**src/rtl/jic_pkg.sv**
```systemverilog
// jic_pkg: shared defaults and the saved return-context type
// for the jump/interrupt controller.
package jic_pkg;

  localparam int JIC_ADDR_W      = 8;
  localparam int JIC_FLAG_W      = 4;
  localparam int JIC_NUM_IRQ     = 4;
  localparam int JIC_STACK_DEPTH = 4;
  localparam int JIC_VEC_BASE    = 'hF0;
  localparam int JIC_VEC_STRIDE  = 2;

  // Context fields are sized for the largest legal configuration
  localparam int JIC_ADDR_MAX = 32;
  localparam int JIC_FLAG_MAX = 16;
  localparam int JIC_LVL_MAX  = 4;

  typedef struct packed {
    logic [JIC_ADDR_MAX-1:0] addr;
    logic [JIC_FLAG_MAX-1:0] flags;
    logic [JIC_LVL_MAX-1:0]  lvl;
  } jic_ctx_t;

endpackage

```
**src/rtl/jic_prio_enc.sv**
```systemverilog
// jic_prio_enc: lowest-index pending channel whose index
// is strictly below the in-service level.
module jic_prio_enc
  import jic_pkg::*;
#(
  parameter int N  = JIC_NUM_IRQ,
  parameter int LW = 3,
  parameter int IW = 2
)(
  input  logic [N-1:0]  i_pend,
  input  logic [LW-1:0] i_level,
  output logic          o_valid,
  output logic [IW-1:0] o_idx
);

  always_comb begin
    o_valid = 1'b0;
    o_idx   = '0;
    for (int i = N - 1; i >= 0; i--) begin
      if (i_pend[i] && (i < int'(i_level))) begin
        o_valid = 1'b1;
        o_idx   = IW'(i);
      end
    end
  end

endmodule

```
**src/rtl/jump_interrupt_controller.sv**
```systemverilog
// jump_interrupt_controller: PC redirect for jumps, IRQ entry, return.
// Define JIC_NEST_EN to allow preemption by higher-priority channels.
module jump_interrupt_controller
  import jic_pkg::*;
#(
  parameter int ADDR_W      = JIC_ADDR_W,
  parameter int FLAG_W      = JIC_FLAG_W,
  parameter int NUM_IRQ     = JIC_NUM_IRQ,
  parameter int STACK_DEPTH = JIC_STACK_DEPTH,
  parameter int VEC_BASE    = JIC_VEC_BASE,
  parameter int VEC_STRIDE  = JIC_VEC_STRIDE
)(
  input  logic                             clk,
  input  logic                             reset,
  input  logic [NUM_IRQ-1:0]               irq,
  input  logic [ADDR_W-1:0]                cur_addr,
  input  logic [FLAG_W-1:0]                flags,
  input  logic                             jmp_req,
  input  logic [ADDR_W-1:0]                jmp_target,
  input  logic                             ret_req,
  input  logic                             stall,
  output logic                             pc_mux_sel,
  output logic [ADDR_W-1:0]                jmp_loc,
  output logic [NUM_IRQ-1:0]               irq_ack,
  output logic [FLAG_W-1:0]                flags_restore,
  output logic                             flags_restore_vld,
  output logic [$clog2(STACK_DEPTH+1)-1:0] nest_level,
  output logic                             stack_full,
  output logic                             err_underflow
);

  localparam int SP_W = $clog2(STACK_DEPTH + 1);
  localparam int LW   = $clog2(NUM_IRQ + 1);
  localparam int IW   = (NUM_IRQ > 1) ? $clog2(NUM_IRQ) : 1;

  logic [NUM_IRQ-1:0] r_irq_q;
  logic [NUM_IRQ-1:0] r_pend;
  logic [LW-1:0]      r_level;
  logic [SP_W-1:0]    r_sp;
  jic_ctx_t           r_stk [STACK_DEPTH];

  logic [NUM_IRQ-1:0] w_pend;
  logic [NUM_IRQ-1:0] w_onehot;
  logic               w_valid;
  logic [IW-1:0]      w_idx;
  logic               w_empty;
  logic               w_gate;
  logic               w_jmp;
  logic               w_entry;
  logic [SP_W-1:0]    w_sp_inc;
  logic [ADDR_W-1:0]  w_vec;
  jic_ctx_t           w_top;
  jic_ctx_t           w_push;
  logic               w_unused;

  // A fresh edge is eligible in the same cycle it is seen
  assign w_pend   = r_pend | (irq & ~r_irq_q);
  assign w_empty  = (r_sp == '0);
  assign w_sp_inc = r_sp + SP_W'(1);
  assign w_onehot = NUM_IRQ'(1) << w_idx;
  assign w_vec    = ADDR_W'(VEC_BASE + int'(w_idx) * VEC_STRIDE);

`ifdef JIC_NEST_EN
  assign w_gate = 1'b1;
`else
  assign w_gate = w_empty;
`endif

  assign w_jmp   = jmp_req & ~ret_req;
  assign w_entry = w_valid & w_gate & ~stall & ~jmp_req
                 & ~ret_req & ~stack_full;

  assign w_push = '{
    addr:  JIC_ADDR_MAX'(cur_addr),
    flags: JIC_FLAG_MAX'(flags),
    lvl:   JIC_LVL_MAX'(r_level)
  };

  assign nest_level = r_sp;
  assign w_unused   = ^w_top;

  jic_prio_enc #(
    .N  (NUM_IRQ),
    .LW (LW),
    .IW (IW)
  ) u_prio (
    .i_pend  (w_pend),
    .i_level (r_level),
    .o_valid (w_valid),
    .o_idx   (w_idx)
  );

  always_comb begin
    w_top = r_stk[0];
    for (int i = 1; i < STACK_DEPTH; i++) begin
      if (int'(r_sp) == i + 1) w_top = r_stk[i];
    end
  end

  always_ff @(posedge clk or negedge reset) begin
    if (!reset) begin
      for (int i = 0; i < STACK_DEPTH; i++) r_stk[i] <= '0;
    end else if (w_entry) begin
      for (int i = 0; i < STACK_DEPTH; i++) begin
        if (int'(r_sp) == i) r_stk[i] <= w_push;
      end
    end
  end

  always_ff @(posedge clk or negedge reset) begin
    if (!reset) begin
      r_irq_q           <= '0;
      r_pend            <= '0;
      r_level           <= LW'(NUM_IRQ);
      r_sp              <= '0;
      pc_mux_sel        <= 1'b0;
      jmp_loc           <= '0;
      irq_ack           <= '0;
      flags_restore     <= '0;
      flags_restore_vld <= 1'b0;
      stack_full        <= 1'b0;
      err_underflow     <= 1'b0;
    end else begin
      r_irq_q           <= irq;
      r_pend            <= w_pend;
      pc_mux_sel        <= 1'b0;
      irq_ack           <= '0;
      flags_restore_vld <= 1'b0;
      unique case (1'b1)
        ret_req: begin
          if (!w_empty) begin
            r_sp              <= r_sp - SP_W'(1);
            stack_full        <= 1'b0;
            pc_mux_sel        <= 1'b1;
            jmp_loc           <= w_top.addr[ADDR_W-1:0];
            flags_restore     <= w_top.flags[FLAG_W-1:0];
            flags_restore_vld <= 1'b1;
            r_level           <= w_top.lvl[LW-1:0];
          end else begin
            err_underflow <= 1'b1;
          end
        end
        w_jmp: begin
          pc_mux_sel <= 1'b1;
          jmp_loc    <= jmp_target;
        end
        w_entry: begin
          r_pend     <= w_pend & ~w_onehot;
          r_sp       <= w_sp_inc;
          stack_full <= (w_sp_inc == SP_W'(STACK_DEPTH));
          pc_mux_sel <= 1'b1;
          jmp_loc    <= w_vec;
          irq_ack    <= w_onehot;
          r_level    <= LW'(w_idx);
        end
        default: ;
      endcase
    end
  end

endmodule
```
**config.mk**
```make
export PLATFORM = sky130hd
export DESIGN_NAME = jump_interrupt_controller
export DESIGN_NICKNAME = d
export VERILOG_FILES = /design/src/rtl/jic_pkg.sv /design/src/rtl/jic_prio_enc.sv /design/src/rtl/jump_interrupt_controller.sv
export SDC_FILE = /design/constraint.sdc
export NUM_CORES = 1
export LEC_CHECK = 0
export ABC_AREA = 1
export CAP_MARGIN = 20
export CORE_MARGIN = 2
export CORE_UTILIZATION = 40
export CTS_BUF_LIST = sky130_fd_sc_hd__clkbuf_4 sky130_fd_sc_hd__clkbuf_8
export DETAILED_ROUTE_END_ITERATION = 10
export PLACE_DENSITY = 0.68
export REMOVE_ABC_BUFFERS = 1
export SETUP_SLACK_MARGIN = 0.5
export SLEW_MARGIN = 20
export SYNTH_ARGS = -nofsm -noshare
export SYNTH_HDL_FRONTEND = slang
export SYNTH_SLANG_ARGS = --single-unit
```
**constraint.sdc**
```tcl
create_clock -name clk -period 4.7 [get_ports clk]
set_input_delay 0.94 -clock clk [delete_from_list [all_inputs] [get_ports clk]]
set_output_delay 0.94 -clock clk [all_outputs]
set_load 0.05 [all_outputs]
```
# [Word-level counts from Yosys, hierarchy flattened]
# Index checks and enable logic that the tools add are counted.
[word_totals] register_bits=94 in_bits=29 out_inout_bits=23 elab_cells=94
[op_classes] add_sub_neg=3 magnitude_cmp=4 eq_ne=6 shift=1 mux=24 n_bitwise=16 n_reduce_logical=17
[op_table] cell="$mux W28" n=3
[op_table] cell="$pmux W8 S3" n=1
[op_table] cell="$reduce_and A2 Y1" n=8
[op_table] cell="$eq A3 B3 Y1 const B" n=4
[op_table] cell="$pmux W3 S2" n=2
[op_table] cell="$add A8 B3 Y8 const A" n=1
[op_table] cell="$and A4 B4 Y4" n=2
[op_table] cell="$mux W2" n=4
[op_table] cell="$mux W4" n=2
[op_table] cell="$mux W8" n=1
[op_table] cell="$not A4 Y4" n=2
[op_table] cell="$mux W1" n=7
[op_table] cell="$and A1 B1 Y1" n=6
[op_table] cell="$logic_not A3 Y1" n=2
[op_table] cell="$lt A1 B3 Y1 const A" n=2
[op_table] cell="$lt A2 B3 Y1 const A" n=2
[op_table] cell="$mux W3" n=2
[op_table] cell="$not A1 Y1" n=5
[op_table] cell="$logic_and A1 B1 Y1" n=4
[op_table] cell="$or A4 B4 Y4" n=1
[op_table] cell="$pmux W1 S2" n=2
[op_table] cell="$shl A1 B2 Y4 const A" n=1
[op_table] cell="$add A3 B1 Y3 const B" n=1
[op_table] cell="$eq A3 B2 Y1 const B" n=1
[op_table] cell="other kinds (5)" n=5

# [Logic depth before layout (Yosys ltp)]
# Gate-level depths: netlist (run 1).
[depth] ltp_word=15 mapped_depth=13 depth_no_buf=12

# [Hierarchy]
# From an unflattened synthesis (run 1), not the netlist that was laid out.
[hier_totals] cells_unflattened=517 area_unflattened_um2=4453.0
[by_module_without_submodules] mod="jump_interrupt_controller" n_inst=1 cells_each=497 area_each_um2=4366.7 seq_area_each_um2=2353.5
[by_module_without_submodules] mod="jic_prio_enc" n_inst=1 cells_each=20 area_each_um2=86.3 seq_area_each_um2=0.0

# [Least setup slack after synthesis (run 1)]
# OpenSTA, ideal clock, no wires.
[synth_timing] path_kind="register -> register" from="register r_sp[0] (netlist: nest_level[0])" to="register flags_restore[1]" setup_time_ns=0.127 t_arrival_ns=1.968 t_required_ns=4.573 path_slack_ns=2.605 stages_incl_launch_ff=9 path_buffers=2 synth_period_minus_slack_ns=2.095 cell_sequence="dfrtp_1 > ha_1 > ha_1 > inv_1 > clkbuf_1 > clkbuf_1 > nand3_1 > o211ai_1 > a21oi_1"
[synth_between] elab_chain_len=4 elab_cells_between_ends=9 cone_classes="3 x eq/ne; 3 x mux; 1 x bitwise; 2 x reduce/logical"
[synth_rtl] element="start, declared" line="jump_interrupt_controller.sv:39" text="logic [SP_W-1:0] r_sp;"
[synth_rtl] element="start signal, assigned" line="jump_interrupt_controller.sv:132" text="r_sp <= r_sp - SP_W'(1);"
[synth_rtl] element="start signal, assigned" line="jump_interrupt_controller.sv:149" text="r_sp <= w_sp_inc;"
[synth_rtl] element="$eq A3 B3 Y1" line="jump_interrupt_controller.sv:96" text="if (int'(r_sp) == i + 1) w_top = r_stk[i];"
[synth_rtl] element="$mux W28 (3 in series)" line="jump_interrupt_controller.sv:96"
[synth_rtl] element="end signal, assigned" line="jump_interrupt_controller.sv:136" text="flags_restore <= w_top.flags[FLAG_W-1:0];"
[synth_rtl] element="end, declared" line="jump_interrupt_controller.sv:25" text="output logic [FLAG_W-1:0] flags_restore,"
# Parallel ways exist; a longest one is shown, timed or not.
# A chain may end at the register's enable or synchronous reset.

# [Final worst setup path (run 1)]
[layout_timing] from="register r_sp[0] (netlist: nest_level[0])" to="output nest_level[0]"
[layout_lines] element="end, declared" line="jump_interrupt_controller.sv:27" text="output logic [$clog2(STACK_DEPTH+1)-1:0] nest_level,"
# No word-level cell between the ends.

==> results of run 1 <==
## synth_stat cells (2+ instances only)
| cell | n | area share, % |
|---|---|---|
| ha_1 | 7 | 2.0 |
| buf_2 | 7 | 0.81 |
| a21oi_1 | 18 | 2.1 |
| buf_6 | 7 | 1.8 |
| o21bai_1 | 3 | 0.52 |
| nand2_4 | 4 | 1.0 |
| o22ai_1 | 3 | 0.44 |
| o211ai_1 | 12 | 2.1 |
| or2_2 | 2 | 0.29 |
| buf_4 | 2 | 0.35 |
| clkbuf_1 | 4 | 0.35 |
| nand2_2 | 4 | 0.58 |
| nor2_1 | 15 | 1.3 |
| o21ai_1 | 46 | 5.3 |
| nand2_1 | 173 | 15 |
| dfrtp_1 | 93 | 54 |
| nor2_4 | 2 | 0.52 |
| o21ai_0 | 22 | 2.6 |
| inv_2 | 5 | 0.44 |
| xor2_1 | 2 | 0.41 |
| nor2_8 | 2 | 0.93 |
| nand3_1 | 17 | 2.0 |
| inv_1 | 38 | 3.3 |
## logic make-up (layout without fill, tap and decap cells)
family          count (synthesis)  count (layout)  share of synthesized area (%)
flops                          94              94                           54.6
xor+xnor                        2               2                          0.406
compound gates                106             106                           13.4
fa+ha+maj                       7               7                           2.03
simple gates                  221             221                           22.3
buf+inv                        65             114                           7.31
## flip-flops by register name (all words and copies together) (netlist names)
| register | flops |
|---|---|
| jmp_loc | 8 |
| err_underflow | 1 |
| flags_restore_vld | 1 |
| flags_restore | 4 |
| r_stk | 60 |
| irq_ack | 4 |
| r_pend | 4 |
| stack_full | 1 |
| pc_mux_sel | 1 |
| nest_level | 3 |
| r_level | 3 |
| r_irq_q | 4 |
## area by class of cell
type / instances / area [um2]
fillers: 1002 / 5360
multi-input cells: 336 / 1650
well taps: 136 / 170
inverters: 44 / 168
clock inverters: 4 / 47.5
clock buffers: 12 / 146
flip-flops and latches: 94 / 2350
repair buffers: 54 / 531
## worst paths after layout
kind                          startpoint            end  cells past startpoint
max reg2reg                nest_level[0]     jmp_loc[1]                     11
min in group asynchronous          reset  err_underflow                      1
min reg2reg                   jmp_loc[7]     jmp_loc[7]                      2
min                           jmp_loc[7]     jmp_loc[7]                      2
max                        nest_level[0]  nest_level[0]                      1
max in group asynchronous          reset     r_stk[156]                      2
## layer usage
| metal | part of all wire (%) | GRT usage [%] |
|---|---|---|
| met1 | 47 | 22.9 |
| met2 | 47 | 28.9 |
| met3 | 5.1 | 4.30 |
| met5 | 0 | 0 |
| met4 | 0.65 | 3.48 |
## where the power goes
group	switching [mW]	total (mW)	internal (mW)
clock	0.267	0.529	0.263
sequential	0.134	1.16	1.03
combinational	0.753	1.15	0.394
==> out/qor.csv, run 1 <==
metric,value,unit
clock skew,0.00607,ns
post-route design area,0.00506,mm2
Die W,108,um
Placeable Area,0.0104,mm2
worst-path fanout max,6,
buffer count from post-CTS setup fixing,0,
# setup viols final,0,
Vias,3279,
pre-CTS setup slack,1.96,ns
slowest stage cell on the critical path,clkdlybuf4s50_1,
Placement Cell Area,0.00487,mm2
CTS tree,built,
"Req. time, crit path",3.76,ns
antenna violations before repair,0,
sequential-to-total area share from yosys stat,54.6,%
final core occ,48.6,%
Final Hold Fails,0,
Pleak,2.50,nW
post-cts gate resize count,0,
Cells after DPL,664,
Syn Area/Cell,8.72,um2
Final HPWL DP,6180,um
total I/O pin count,52,
clock buffer count from CTS,9,
die area,0.0116,mm2
post-route antenna net violation count,0,
H-tree Lvls,3,
max incr delay on CP,0.85,ns
Synth Instances,495,
"most common cell after layout, fill and taps aside",nand2_1,
IO Port Bufs,51,
DR vias/cell,4.82,
ys async rst share,100,%
total negative slack,0,ns
"Largest delay share family, worst path",buffers and inverters,
RSZ-0062 raised after global routing,no,
row cnt,37,
Setup CP Type,reg -> out,
final max-slew violation count,0,
CP cell instances,clkdlybuf4s50_1,
first-pass GRT wire length,15600,um
Total Routing Usage GR,17.3,%
Buf/Inv on CP,1,
Synthesis Warnings,0,
Worst-path clk slew,0.09,ns
worst setup margin,2.08,ns
Min-Delay Path Class,reg -> reg,
ys flop type,dfrtp_1,
status,finished clean,
GRT overflow,0,
Worst Setup Start Kind,register,
Peak supply drop,0.000281,V
Period minus WS final,2.62,ns
first-pass detailed-route iteration total,4,
Routed WL,9390,um
fin cells,680,
fmax,0.382,GHz
WL/cell,13.8,um
Layout area overhead,17.3,%
relative slew slack,51.4,%
DRT iter0 DRCs,186,
Power Dens Cells,561,mW/mm2
vias in the first global route,3260,
crit end category,output port,
# diodes,0,
Max Cap Viol,0,
Initial Utilization,41.4,%
R2R Setup Slk,2.19,ns
Slew @ Worst Pin,0.727,ns
root buf cell,clkbuf_8,
TritonCTS Sinks,94,
post-synth cell types,30,
crit path DAT,1.68,ns
Hold Slack,0.483,ns
count of flip-flops with a built-in enable after synthesis,0,
mapped cell area,0.00431,mm2
period utilisation layout,55.6,%
Pwr Total,2.84,mW
"FF+latch count, synth",94,
DRC Markers,0,
layout cells sized above 1,7.90,%
Die Height,108,um
Post-CTS Hold Fix Bufs,0,
"commonest cells after routing, fill and taps aside","173 x nand2_1, 93 x dfrtp_1, 50 x clkdlybuf4s50_1",
clock buffer depth,2,
largest net degree at the start of global routing,57,
"Clk Latency, worst-skew pair",0.35,ns
final net count,575,
GPL Wtd Cong,0.821,
No activity file was read; power rests on OpenSTA's default activity.
==> inputs of run 2 (changes only) <==
- PLACE_DENSITY: 0.68 -> 0.71
- clock period: 4.7 -> 2.4 ns (I/O delays scaled with it)
==> out/qor.csv, run 2 (synthesis gave the netlist of run 1 again) <==
metric,value,unit,change
Die Height,108,um,unchanged
RSZ-0062 raised after global routing,no,,
Peak supply drop,0.000495,V,+76%
max incr delay on CP,0.55,ns,-0.30 ns
DRT iter0 DRCs,312,,+68%
Critical Path End,nest_level[0],,
WL/cell,16.0,um,+16%
GRT overflow,0,,unchanged
final core occ,52.6,%,+4.0 points
"Largest delay share family, worst path",buffers and inverters,,
root buf cell,clkbuf_8,,
Vias,3715,,+13%
"Clk Latency, worst-skew pair",0.38,ns,+0.03 ns
final net count,603,,+4.9%
total negative slack,0,ns,unchanged
Placement Cell Area,0.00494,mm2,+1.4%
status,finished clean,,
Power Dens Cells,1080,mW/mm2,+93%
DR vias/cell,5.25,,+8.8%
Final HPWL DP,6510,um,+5.3%
Pleak,2.66,nW,+6.6%
slowest stage cell on the critical path,dlygate4sd2_1,,
clock buffer depth,2,,unchanged
IO Port Bufs,51,,unchanged
first-pass GRT wire length,17000,um,+8.8%
Setup CP Type,reg -> out,,
R2R Setup Slk,0.57,ns,-1.62 ns
Min-Delay Path Class,in -> async,,
worst-path fanout max,6,,unchanged
final max-slew violation count,0,,unchanged
row cnt,37,,unchanged
GPL Wtd Cong,0.771,,-6.2%
fmax,0.539,GHz,
H-tree Lvls,3,,unchanged
CP Depth,1,,unchanged
Pwr Total,5.93,mW,+110%
die area,0.0116,mm2,unchanged
Worst Setup Start Kind,register,,
register area,0.00236,mm2,+0.16%
Worst-path clk slew,0.09,ns,about the same
Slew @ Worst Pin,0.505,ns,-0.222 ns
CP cell instances,dlygate4sd2_1,,
Buf/Inv on CP,1,,unchanged
Final Hold Fails,0,,unchanged
Routed WL,11400,um,+21%
post-route design area,0.00548,mm2,+8.2%
DRC Markers,0,,unchanged
clock skew,0.0135,ns,+0.00744 ns
CTS tree,built,,
crit path DAT,1.37,ns,-0.31 ns
total I/O pin count,52,,unchanged
reg2reg path depth,10,,-1
layout cells sized above 1,15.6,%,+7.7 points
"Req. time, crit path",1.92,ns,-1.84 ns
clock buffer count from CTS,9,,unchanged
worst r2r dst,r_stk[104],,
Placeable Area,0.0104,mm2,unchanged
max reg flops,60,,unchanged
area of the multi-input gates,0.00180,mm2,+9.7%
Critical path origin,nest_level[0],,
Post-CTS Hold Fix Bufs,0,,unchanged
Total Routing Usage GR,18.8,%,+1.5 points
post-route antenna net violation count,0,,unchanged
Initial Utilization,41.4,%,unchanged
Period minus WS final,1.85,ns,
antenna violations before repair,0,,unchanged
Filler Cell Count,979,,-2.3%
Worst R2R Start,nest_level[0],,
TritonCTS Sinks,94,,unchanged
# diodes,0,,unchanged
vias in the first global route,3458,,+6.1%
largest net degree at the start of global routing,95,,+67%
first-pass detailed-route iteration total,6,,+2
Largest regs,"r_stk (60), jmp_loc (8)",,
Layout area overhead,26.9,%,
relative slew slack,66.3,%,+15 points
period utilisation layout,77.3,%,
"most common cell after layout, fill and taps aside",nand2_1,,
Die W,108,um,unchanged
Hold Slack,0.127,ns,-0.355 ns
"commonest cells after routing, fill and taps aside","170 x nand2_1, 90 x dfrtp_1, 47 x o21ai_1",,
# setup viols final,0,,unchanged
"Most flops, register",r_stk,,
Max Cap Viol,0,,unchanged
crit end category,output port,,
## run 2: cell types whose count changed in the layout (fill, tap and decap cells not counted), moves of 4 or more
cell             previous run  this run
inv_1                      38        33
dlygate4sd2_1               0        21
buf_4                       4        19
clkdlybuf4s50_1            50        27
nand2_8                     0         6
buf_6                       0         4
buf_12                      0         4
## run 2: how the worst min path moves through the flow
stage	slack (ns)	depth (start not counted)	end	from
detailed placement	0.47	2	jmp_loc[3]	jmp_loc[3]
floorplan	0.18	0	err_underflow	reset
CTS	0.17	2	r_irq_q[1]	reset
global placement	0.46	2	jmp_loc[6]	jmp_loc[6]
finish	0.13	2	r_irq_q[0]	reset
global route	0.17	2	r_irq_q[0]	reset
## run 2: power by group
group / internal [mW] / switching, mW / leakage, nW
clock network: 0.484 / 0.579 / 0.0998
logic: 0.868 / 1.71 / 1.34
registers: 2.02 / 0.273 / 1.22
## run 2: layer usage
metal,part of all wire (%),vias up,global-route usage [%]
li1,-,1731,-
met5,0,-,0
met3,8.8,19,4.12
met2,48,166,29.8
met4,1.8,0,6.23
met1,42,1799,25.5
## run 2: what timing repair did
item,4_1_cts,5_1_grt
buffers inserted,3,13
pin swaps,1,6
setup endpoints to repair,77,65
gates resized for setup,29,36
cloned,0,6
## run 2: cell type report
| type | count | area share [%] |
|---|---|---|
| sequential | 94 | 43.1 |
| multi-input combinational | 339 | 33.0 |
| timing repair buffer | 78 | 13.9 |
| inverter | 44 | 3.29 |
| tap | 136 | 3.11 |
| clock buffer | 9 | 2.26 |
| clock inverter | 7 | 1.28 |
| timing repair inverter | 1 | 0.137 |
## run 2: metrics by stage
stage	setup WS (ns)	std cells
final	0.545	708
after global routing	0.465	708
after CTS	0.465	689
after detailed placement	0.139	670
after global placement	0.234	670
after floorplan	0.147	474
==> RTL change (flow settings as in run 2) <==
Change the package constant `JIC_NUM_IRQ` from 4 to 8.
--- a/src/rtl/jic_pkg.sv
+++ b/src/rtl/jic_pkg.sv
@@ -4,7 +4,7 @@
 
   localparam int JIC_ADDR_W      = 8;
   localparam int JIC_FLAG_W      = 4;
-  localparam int JIC_NUM_IRQ     = 4;
+  localparam int JIC_NUM_IRQ     = 8;
   localparam int JIC_STACK_DEPTH = 4;
   localparam int JIC_VEC_BASE    = 'hF0;
   localparam int JIC_VEC_STRIDE  = 2;
Interface: changed (resized irq and irq_ack); port bits go from 52 to 60. The function was not compared with the original's and may differ.
==> RTL change against run 2 <==
  * Global-route usage is 3.5 points higher
  * Power is 35% higher
  * Sequential share of layout area is 5.5 points lower
  * Highest routed layer unchanged
  * Sequential power is 25% higher
  * Synthesized area is 18% higher
  * Worst setup slack worse by 0.18 ns
  * Wire length is 37% higher
  * Final area is 35% higher
  * Sequential cell count is 17 higher
==> RTL change: results (changes against run 2) <==
Clocking
  – CTS clk-pin slew, worst paths: 0.11 ns (+0.02 ns)

Worst setup path
  – Crit path max-delay cell type: dfrtp_1
  – Crit path max-delay family: simple AND/OR/NAND/NOR gates
  – CP max stage delay: 0.42 ns (-0.13 ns)
  – Worst reg2reg setup slack: 0.36 ns (-0.21 ns)
  – Worst Reg2Reg Path Length in Cells: 13 (+3)
  – Setup crit start: nest_level[1]

Synth
  – Top post-synthesis cells by area: dfrtp_1 (54%), nand2_1 (12%), o21ai_0 (4.7%)
  – Adder-cell share of the synthesized area: 1.72% (-0.31 points)
  – Warnings from Yosys: 0 (unchanged)
  – XOR/XNOR share of the synthesized area: 0.516% (+0.11 points)
  – Synth cell types: 38 (+27%)
  – Post-synth top cells: nand2_1 (168), dfrtp_1 (110), inv_1 (55)

Timing
  – Final hold slack: 0.0622 ns (-0.0650 ns)
  – Worst-margin pin slew: 0.562 ns (+0.0568 ns)

Power
  – VDD IR max: 0.000572 V (+16%)
  – Switching power: 0.00355 W (+39%)
  – Pleak: 3.57 nW (+34%)

Cells and area
  – Largest Register: r_stk
  – Nets@finish: 741 (+23%)

Status
  – Status: finished clean

Global routing
  – Vias in the first global route: 4,609 (+33%)
  – Largest net degree at the start of global routing: 49 (-48%)

Route
  – Via Count: 4,697 (+26%)

Placed design
  – Detailed Place HPWL: 8370 um (+29%)
  – RePlAce Congestion: 0.901 (+17%)
-- RTL change: changes by cell type in the layout (fill, tap and decap cells not counted), sizes merged, moves of 6 or more --
| cell | delta |
|---|---|
| dfrtp | +17 |
| buf | +37 |
| inv | +21 |
| nor2 | +21 |
| o211ai | -6 |
| o21ai | +9 |
| nand3 | +25 |
-- RTL change: power groups by stage --
| stage | registers, W | logic, W | clock network (W) |
|---|---|---|---|
| final | 0.00286 | 0.00386 | 0.00129 |
| after detailed placement | 0.00277 | 0.00301 | 0 |
| after global placement | 0.00275 | 0.00293 | 0 |
| after CTS | 0.00274 | 0.00324 | 0.00129 |
| after floorplan | 0.00316 | 0.00159 | 0 |
| after global routing | 0.00291 | 0.00414 | 0.00138 |
-- RTL change: what timing repair did --
item	4_1_cts	5_1_grt
cloned	11	0
buffers inserted	19	16
hold buffers	0	0
setup endpoints to repair	106	85
pin swaps	4	15
resized for setup	101	167
-- RTL change: final cells by class --
cell class,instances,area [sq um]
Fill cell,1023,5120
Inverter,64,274
Timing Repair Buffer,122,1380
Clock inverter,7,104
Multi-Input combinational cell,392,2510
Sequential cell,111,2780
Clock buffer,9,124
Tap cell,172,215
Timing Repair inverter,1,7.51
-- RTL change: worst reg2reg max path, cell delays in order, from the launching register on --
cell	delay (ns)
dfrtp_1	0.42
buf_6	0.13
inv_4	0.05
ha_4	0.12
inv_2	0.04
nor2_4	0.10
nand3_2	0.11
o21bai_4	0.23
nand2_8	0.11
nand3_4	0.15
buf_12	0.18
buf_12	0.13
nand2_2	0.07
o21ai_1	0.08
-- RTL change: cells by family after synthesis --
kind of cell,Yosys count
compound gates,119
buf+inv,86
xor+xnor,3
flops,111
fa+ha+maj,7
simple gates,263
-- RTL change: worst paths after layout --
kind                         endpoint
setup / recovery            r_stk[54]
hold / removal             r_irq_q[5]
setup reg to reg            r_stk[54]
hold reg to reg            jmp_loc[0]
max in group asynchronous  irq_ack[7]
min in group clk           jmp_loc[0]
-- RTL change: routing by layer --
metal  vias to the layer above  global-route usage (%)  wire length (um)
met3                        58                    4.79              1110
li1                       2129                       -                 -
met2                       234                    38.8              7980
met5                         -                       0                 0
met1                      2276                    27.1              5900
met4                         0                    8.39               563
-- RTL change: stage by stage --
stage                     instance area [sq um]  setup WS [ns]  instances  total power (W)
after floorplan                            4970        -0.0335        567          0.00475
after global placement                     5970          0.132        816          0.00569
after detailed placement                   5970         0.0370        816          0.00578
after CTS                                  6770          0.382        862          0.00727
after global routing                       7400          0.308        878          0.00843
final                                      7400          0.361        878          0.00801
